## src/rtl/i2s_pkg.sv

```systemverilog
// Shared I2S types and constants: default sample width, slot encoding on wclk, frame length.
package i2s_pkg;

  localparam int I2S_DATA_W    = 24;
  localparam int I2S_FRAME_LEN = 2 * I2S_DATA_W;

  typedef enum logic {
    SLOT_LEFT  = 1'b0,
    SLOT_RIGHT = 1'b1
  } slot_e;

  function automatic int frame_len(input int data_w);
    return 2 * data_w;
  endfunction

endpackage

```

## src/rtl/i2s_bclk_gen.sv

```systemverilog
// Bit-clock divider: i2s_bclk toggles every CLK_DIV clk, registered; no backpressure.
// bclk_rise/bclk_fall are one-clk strobes on the clk whose edge makes the toggle.
module i2s_bclk_gen #(
  parameter int CLK_DIV = 4
) (
  input  logic clk,
  input  logic rst_n,
  output logic i2s_bclk,
  output logic bclk_rise,
  output logic bclk_fall
);

  localparam int               DIV_W   = (CLK_DIV > 1) ? $clog2(CLK_DIV) : 1;
  localparam logic [DIV_W-1:0] DIV_MAX = DIV_W'(CLK_DIV - 1);

  logic [DIV_W-1:0] div_q;
  logic             tick;

  assign tick      = (div_q == DIV_MAX);
  assign bclk_rise = tick & ~i2s_bclk;
  assign bclk_fall = tick & i2s_bclk;

  always_ff @(posedge clk or negedge rst_n) begin
    if (!rst_n) begin
      div_q    <= '0;
      i2s_bclk <= 1'b0;
    end else if (tick) begin
      div_q    <= '0;
      i2s_bclk <= ~i2s_bclk;
    end else begin
      div_q <= div_q + 1'b1;
    end
  end

endmodule

```

## src/rtl/i2s_tx.sv

```systemverilog
// I2S transmitter, one L/R pair per 2*DATA_W-bit frame with one-bit delay; L MSB on dout within one frame + one bclk of acceptance.
// Single holding register, s_ready low while full. Define I2S_TX_UNDERRUN_REPEAT_EN to resend the last pair on underrun instead of zeros.
module i2s_tx
  import i2s_pkg::*;
#(
  parameter int DATA_W  = I2S_DATA_W,
  parameter int CLK_DIV = 4
) (
  input  logic              clk,
  input  logic              rst_n,
  input  logic              s_valid,
  output logic              s_ready,
  input  logic [DATA_W-1:0] s_dataL,
  input  logic [DATA_W-1:0] s_dataR,
  output logic              i2s_bclk,
  output logic              i2s_wclk,
  output logic              dout,
  output logic              underrun
);

  localparam int               FRAME_LEN = frame_len(DATA_W);
  localparam int               CNT_W     = $clog2(FRAME_LEN);
  localparam logic [CNT_W-1:0] CNT_LAST  = CNT_W'(FRAME_LEN - 1);
  localparam logic [CNT_W-1:0] CNT_RIGHT = CNT_W'(DATA_W);

  typedef struct packed {
    logic [DATA_W-1:0] l;
    logic [DATA_W-1:0] r;
  } pair_t;

  if (CLK_DIV < 2) begin : g_bad_clk_div
    $error("i2s_tx: CLK_DIV must be at least 2");
  end

  logic                 bclk_fall;
  logic                 unused_bclk_rise;
  logic [CNT_W-1:0]     bit_cnt;
  logic [CNT_W-1:0]     bit_cnt_nxt;
  logic [CNT_W-1:0]     bit_idx;
  logic                 hold_full;
  pair_t                hold_pair;
  pair_t                frame;
  pair_t                starve_pair;
  pair_t                next_frame;
  logic [FRAME_LEN-1:0] tx_bits;
  slot_e                slot_q;
  logic                 accept;
  logic                 load;

  i2s_bclk_gen #(
    .CLK_DIV (CLK_DIV)
  ) u_bclk_gen (
    .clk       (clk),
    .rst_n     (rst_n),
    .i2s_bclk  (i2s_bclk),
    .bclk_rise (unused_bclk_rise),
    .bclk_fall (bclk_fall)
  );

  assign s_ready  = ~hold_full;
  assign accept   = s_valid & ~hold_full;
  // The edge into k=1 is the load point; bit_cnt still reads 0 on that clk.
  assign load     = bclk_fall & (bit_cnt == '0);
  assign i2s_wclk = slot_q;

  always_comb begin
    bit_cnt_nxt = (bit_cnt == CNT_LAST) ? '0 : bit_cnt + 1'b1;
`ifdef I2S_TX_UNDERRUN_REPEAT_EN
    starve_pair = frame;
`else
    starve_pair = '0;
`endif
    next_frame  = hold_full ? hold_pair : starve_pair;
    tx_bits     = load ? next_frame : frame;
    // Bit sent after an edge is frame bit (old bit_cnt), i.e. one-bit I2S delay.
    bit_idx     = CNT_LAST - bit_cnt;
  end

  always_ff @(posedge clk or negedge rst_n) begin
    if (!rst_n) begin
      bit_cnt   <= '0;
      slot_q    <= SLOT_LEFT;
      dout      <= 1'b0;
      hold_full <= 1'b0;
      hold_pair <= '0;
      frame     <= '0;
      underrun  <= 1'b0;
    end else begin
      underrun <= load & ~hold_full;
      if (accept) begin
        hold_full <= 1'b1;
        hold_pair <= {s_dataL, s_dataR};
      end else if (load) begin
        hold_full <= 1'b0;
      end
      if (load) begin
        frame <= next_frame;
      end
      if (bclk_fall) begin
        bit_cnt <= bit_cnt_nxt;
        slot_q  <= (bit_cnt_nxt >= CNT_RIGHT) ? SLOT_RIGHT : SLOT_LEFT;
        dout    <= tx_bits[bit_idx];
      end
    end
  end

endmodule
```

## config.mk

```make
export PLATFORM = sky130hd
export DESIGN_NAME = i2s_tx
export DESIGN_NICKNAME = d
export VERILOG_FILES = /design/src/rtl/i2s_pkg.sv /design/src/rtl/i2s_bclk_gen.sv /design/src/rtl/i2s_tx.sv
export SDC_FILE = /design/constraint.sdc
export NUM_CORES = 1
export LEC_CHECK = 0
export CAP_MARGIN = 20
export CELL_PAD_IN_SITES_DETAIL_PLACEMENT = 2
export CELL_PAD_IN_SITES_GLOBAL_PLACEMENT = 2
export CORE_MARGIN = 3
export CORE_UTILIZATION = 30
export DETAILED_ROUTE_END_ITERATION = 6
export PLACE_DENSITY_LB_ADDON = 0.1
export RECOVER_POWER = 50
export SYNTH_ARGS = -nofsm -noshare
export SYNTH_HDL_FRONTEND = slang
export SYNTH_SLANG_ARGS = --single-unit
```

## constraint.sdc

```tcl
create_clock -name clk -period 7.2 [get_ports clk]
set_input_delay 0.72 -clock clk [delete_from_list [all_inputs] [get_ports clk]]
set_output_delay 0.72 -clock clk [all_outputs]
set_load 0.01 [all_outputs]
```

# Word level (Yosys, flattened, before mapping)

Cells that the tools add are included.

Flip-flop bits (word level): 109
Input bits: 51

$add $sub $neg: 3
$lt $le $gt $ge: 2
Eq/ne operators: 2
Multiplexer cells: 9
Bitwise gates (word level): 6
Reduce and logical (&&, ||, !) cells: 2

Operators with widths:

| cell                | number |
|---|---|
| $mux 48             | 2 |
| $lt 6x7->1 const B  | 1 |
| $add 6x1->6 const B | 1 |
| $bmux 1 s6          | 1 |
| $eq 6x6->1 const B  | 1 |
| $ge 6x5->1 const B  | 1 |
| $logic_not 6->1     | 1 |
| $mux 6              | 1 |
| $sub 6x6->6 const A | 1 |
| $and 1x1->1         | 4 |
| $mux 1              | 4 |
| $add 2x1->2 const B | 1 |
| $eq 2x2->1 const B  | 1 |
| $mux 2              | 1 |
| $not 1->1           | 2 |
| $reduce_bool 2->1   | 1 |

# Longest topological paths before layout

Depth in word-level cells: 6
Depth in mapped cells: 13
Gate-level depth less buffers: 8

# By module

From an unflattened synthesis, not the netlist that was laid out.

Cell total of the unflattened synthesis: 474
Area total of the unflattened synthesis: 5,026.1 um^2

By module, submodules not included:

| module       | instances | cells an instance | area each (um^2) | seq. area each (um^2) |
|---|---|---|---|---|
| i2s_tx       | 1         | 466               | 4,912.2          | 2,652.5 |
| i2s_bclk_gen | 1         | 8                 | 113.9            | 75.1 |

# Worst setup path after synthesis

No wires, ideal clock.

Path type: reg-to-reg
Start: register bit_cnt[0]
End: register dout
Library setup time: 95 ps
Arrival: 2,414 ps
Required time: 7,105 ps
Setup slack: 4,691 ps
Stages on the path, launching flop included: 12
Buffers on the path: 3
Period minus slack after synthesis: 2,509 ps
Cell sequence: dfrtp_1 buf_4 buf_4 inv_2 ha_1 and3b_1 buf_2 nand2_2 mux4_2 nor3b_2 nor4_1 o32ai_2

Cells in the longest elaborated chain, start to end: 5

RTL lines:

| what                                                | line          | text |
|---|---|---|
| from (decl)                                         | i2s_tx.sv:37  | `logic [CNT_W-1:0] bit_cnt;` |
| from (signal assigned)                              | i2s_tx.sv:100 | `bit_cnt <= bit_cnt_nxt;` |
| branches (longest 3 deep; another with $sub 6x6->6) | n/a           |  |
| $bmux 1 s6 (*)                                      | i2s_tx.sv:102 | `dout <= tx_bits[bit_idx];` |
| $mux 1 (not written as such) (*)                    | i2s_tx.sv:102 |  |
| to (signal assigned)                                | i2s_tx.sv:102 |  |
| to (decl)                                           | i2s_tx.sv:17  | `output logic dout,` |

Every way passes the cells marked *. The select of a mux whose other input is x is not followed.
A chain may end at the register's enable or synchronous reset.

# Final worst setup path

Same ends and word-level chain as after synthesis.

==> flow_summary.json <==
{
  "run_status": "complete, but fails checks",
  "violations": "max-capacitance violations, max-slew violations",
  "path_clk_slew_ns": 0.08,
  "hp-start": "u_bclk_gen.div_q[0]",
  "ys_warn_count": 0,
  "grt_pass1_vias": 4393,
  "numCtsBuffers": 9,
  "seq_area_frac_synth_pct": 52.2,
  "drive_above_1_share_pct": 17.0,
  "cts_tree": "yes",
  "clock_sink_count": 109,
  "diodes": 0,
  "hold_class": "reg -> reg",
  "fin_crit_sh_pct": 71.2,
  "cp.depth": 10,
  "hpwlAfterDp_mm": 9.63,
  "numPortBuffers": 55,
  "seqPwrFrac_pct": 52.9,
  "syn_avg_cell_area_um2": 10.6,
  "cts_setup_buffers": 0,
  "ys_types": 52,
  "hold_end": "u_bclk_gen.div_q[0]",
  "pwr-share-clk_pct": 35.4,
  "final_max_slew_viol_count": 97,
  "r2r_slack_ns": 2.08,
  "start_kind": "register",
  "max_freq_ghz": 0.195,
  "coreArea_um2": 16800,
  "ant_nets": 0,
  "holdWs_ns": 0.453,
  "drt-vias-per-instance": 5.15,
  "antenna_found_initial": 0,
  "die-area_um2": 19100,
  "critPathTopFamily": "buffers and inverters",
  "grt_first_pass_wirelength_mm": 24.6,
  "crit_path_end_kind": "register",
  "p_per_area_nw_per_um2": 221,
  "worstPathRequired_ns": 7.47,
  "rows": 47,
  "rsz0062_at_grt": "false",
  "fin_crit_ns": 5.12,
  "max-vdd-ir-drop_mv": 0.107,
  "cts_root_buffer": "clkbuf_16",
  "r2r_end": "dout",
  "cts_hold_buf": 0,
  "ios": 56,
  "drc": 0,
  "avgRoutedWirePerCell_um": 19.0,
  "critPathBufInv": 3,
  "tightest_slew_ns": 3.08,
  "maxCapViolations": 2,
  "p_sw_uw": 364,
  "vias": 3886,
  "area_growth_pct": 19.0,
  "dr.pass1.iters": 4,
  "grtUsageTotal_pct": 15.8,
  "die_x_um": 138,
  "tns_ns": 0,
  "arrival_ns": 5.39,
  "rr_startpoint": "bit_cnt[0]",
  "start_util_pct": 31.1,
  "cp_slowest_cell": "clkbuf_1",
  "worstHoldPathCells": 1,
  "syn_area_um2": 5230,
  "gr-total-overflow": 0,
  "reg2regPathDepth": 10,
  "dieHeight_um": 138,
  "swShare_pct": 26.4,
  "cts_htree_levels": 3,
  "dr.first_iter.drc_count": 138,
  "path_class": "reg -> reg",
  "synth_edf_count": 0,
  "synthArstFlopShare_pct": 100,
  "insertion_delay_ns": 0.36,
  "n_fill_cell": 1836,
  "power.leakage_nw": 2.62,
  "pwr-share-comb_pct": 11.6,
  "maxSlewHeadroom_pct": -105,
  "ys.flop_type": "dfrtp_1",
  "synth-seq-cells": 109,
  "layout.cells.most_common": "dfrtp_1",
  "place.gp.congestion": 0.806,
  "cts.repair.resized": 0,
  "internal_power_mw": 1.01,
  "cp_cell_sequence": "clkbuf_1 -> inv_2 -> ha_1 -> and3b_1 -> nand2_2 -> buf_4 -> mux4_2 -> nor3b_2 -> nor4_1 -> o32ai_2",
  "setup_viol": 0,
  "synth_fp_nets": 551,
  "finalHoldViolations": 0,
  "grt_max_degree": 69,
  "synthCells": 495,
  "clock_skew_ns": 0.00901,
  "final_cell_mix": "108 x dfrtp_1, 89 x nand2_1, 57 x mux2_2, 54 x clkdlybuf4s50_1, 52 x o21ai_0",
  "critPathMaxFanout": 68,
  "cp_slowest_stage_delay_ns": 1.65,
  "drt-total-wl_mm": 14.4,
  "clockBufferDepth": 2,
  "nets": 586
}
-- power groups by stage --
| stage | clock network [mW] | logic (mW) | registers, mW |
|---|---|---|---|
| finish | 0.488 | 0.160 | 0.729 |
| global route | 0.530 | 0.184 | 0.743 |
| CTS | 0.509 | 0.166 | 0.731 |
| detailed placement | 0 | 0.164 | 0.743 |
| global placement | 0 | 0.158 | 0.740 |
| floorplan | 0 | 0.0956 | 0.724 |
-- cells by family after synthesis --
group | after synthesis | synth area share (%)
and+or+nand+nor | 146 | 12.5
adders and majority gates | 5 | 1.20
muxes | 73 | 16.1
AOI/OAI and AO/OA | 107 | 13.3
buffers and inverters | 52 | 4.26
DFF | 109 | 52.2
xor gates and xnor gates | 3 | 0.502
-- worst max-delay path by stage --
stage | from | end | slack (ns)
after floorplan | bit_cnt[0] | dout | 4.69
after global placement | bit_cnt[0] | dout | 3.35
after detailed placement | bit_cnt[0] | dout | 3.26
after CTS | bit_cnt[0] | dout | 3.21
after global routing | bit_cnt[0] | dout | 1.67
final | bit_cnt[0] | dout | 2.08
-- area by class of cell --
class	instances	area, um2	area share (%)
Clock inverter	7	57.6	0.925
Inverter	13	48.8	0.784
Clock buffer	9	225	3.62
Sequential cell	109	2730	43.8
Tap cell	220	275	4.42
Multi-Input combinational cell	334	2290	36.8
Timing Repair Buffer	63	601	9.65
-- cells in the mapped netlist, types with 4 or more instances --
| cell type | count | share of area [%] |
|---|---|---|
| buf_2 | 13 | 1.2 |
| nand3b_1 | 4 | 0.57 |
| mux2_2 | 57 | 12 |
| nor2_1 | 11 | 0.79 |
| a21oi_1 | 6 | 0.57 |
| buf_1 | 9 | 0.65 |
| mux2i_1 | 13 | 2.5 |
| dfrtp_1 | 109 | 52 |
| ha_1 | 5 | 1.2 |
| nand2_1 | 89 | 6.4 |
| o211ai_1 | 6 | 0.86 |
| inv_1 | 12 | 0.86 |
| nand3_1 | 14 | 1.3 |
| a211oi_1 | 6 | 0.86 |
| nor3_1 | 9 | 0.86 |
| o21ai_0 | 52 | 5.0 |
| o2111a_1 | 4 | 0.86 |
| clkbuf_1 | 14 | 1.0 |
-- state kept, by name (all words and copies together) (netlist names) --
signal / flops
u_bclk_gen.i2s_bclk: 1
hold_pair: 48
hold_full: 1
u_bclk_gen.div_q: 2
underrun: 1
frame: 48
bit_cnt: 6
dout: 1
i2s_wclk: 1
-- metal layers --
metal | vias up | share of wire (%) | global-route usage, %
met2 | 43 | 47 | 25.2
met1 | 2009 | 50 | 22.4
li1 | 1825 | - | -
met3 | 9 | 2.1 | 2.94
met5 | - | 0 | 0
met4 | 0 | 0.99 | 3.90
-- stage by stage --
| step | area [um2] | total power, mW | setup WS [ns] | std cells | util, % |
|---|---|---|---|---|---|
| floorplan | 5230 | 0.820 | 4.69 | 495 | - |
| global placement | 5950 | 0.898 | 3.35 | 739 | 35.4 |
| detailed placement | 5950 | 0.908 | 3.26 | 739 | 35.4 |
| CTS | 6230 | 1.41 | 3.21 | 755 | 37.0 |
| global route | 6220 | 1.46 | 1.67 | 755 | 37.0 |
| finish | 6220 | 1.38 | 2.08 | 755 | 37.0 |
-- worst reg2reg max path: stages, from the launching register on --
cell and delay [ns]:
dfrtp_1 0.32, clkbuf_1 1.65, inv_2 0.27, ha_1 0.37, and3b_1 0.29, nand2_2 0.34
buf_4 0.60, mux4_2 0.65, nor3b_2 0.20, nor4_1 0.09, o32ai_2 0.27
Note: power is estimated with default switching activity, not from simulation.
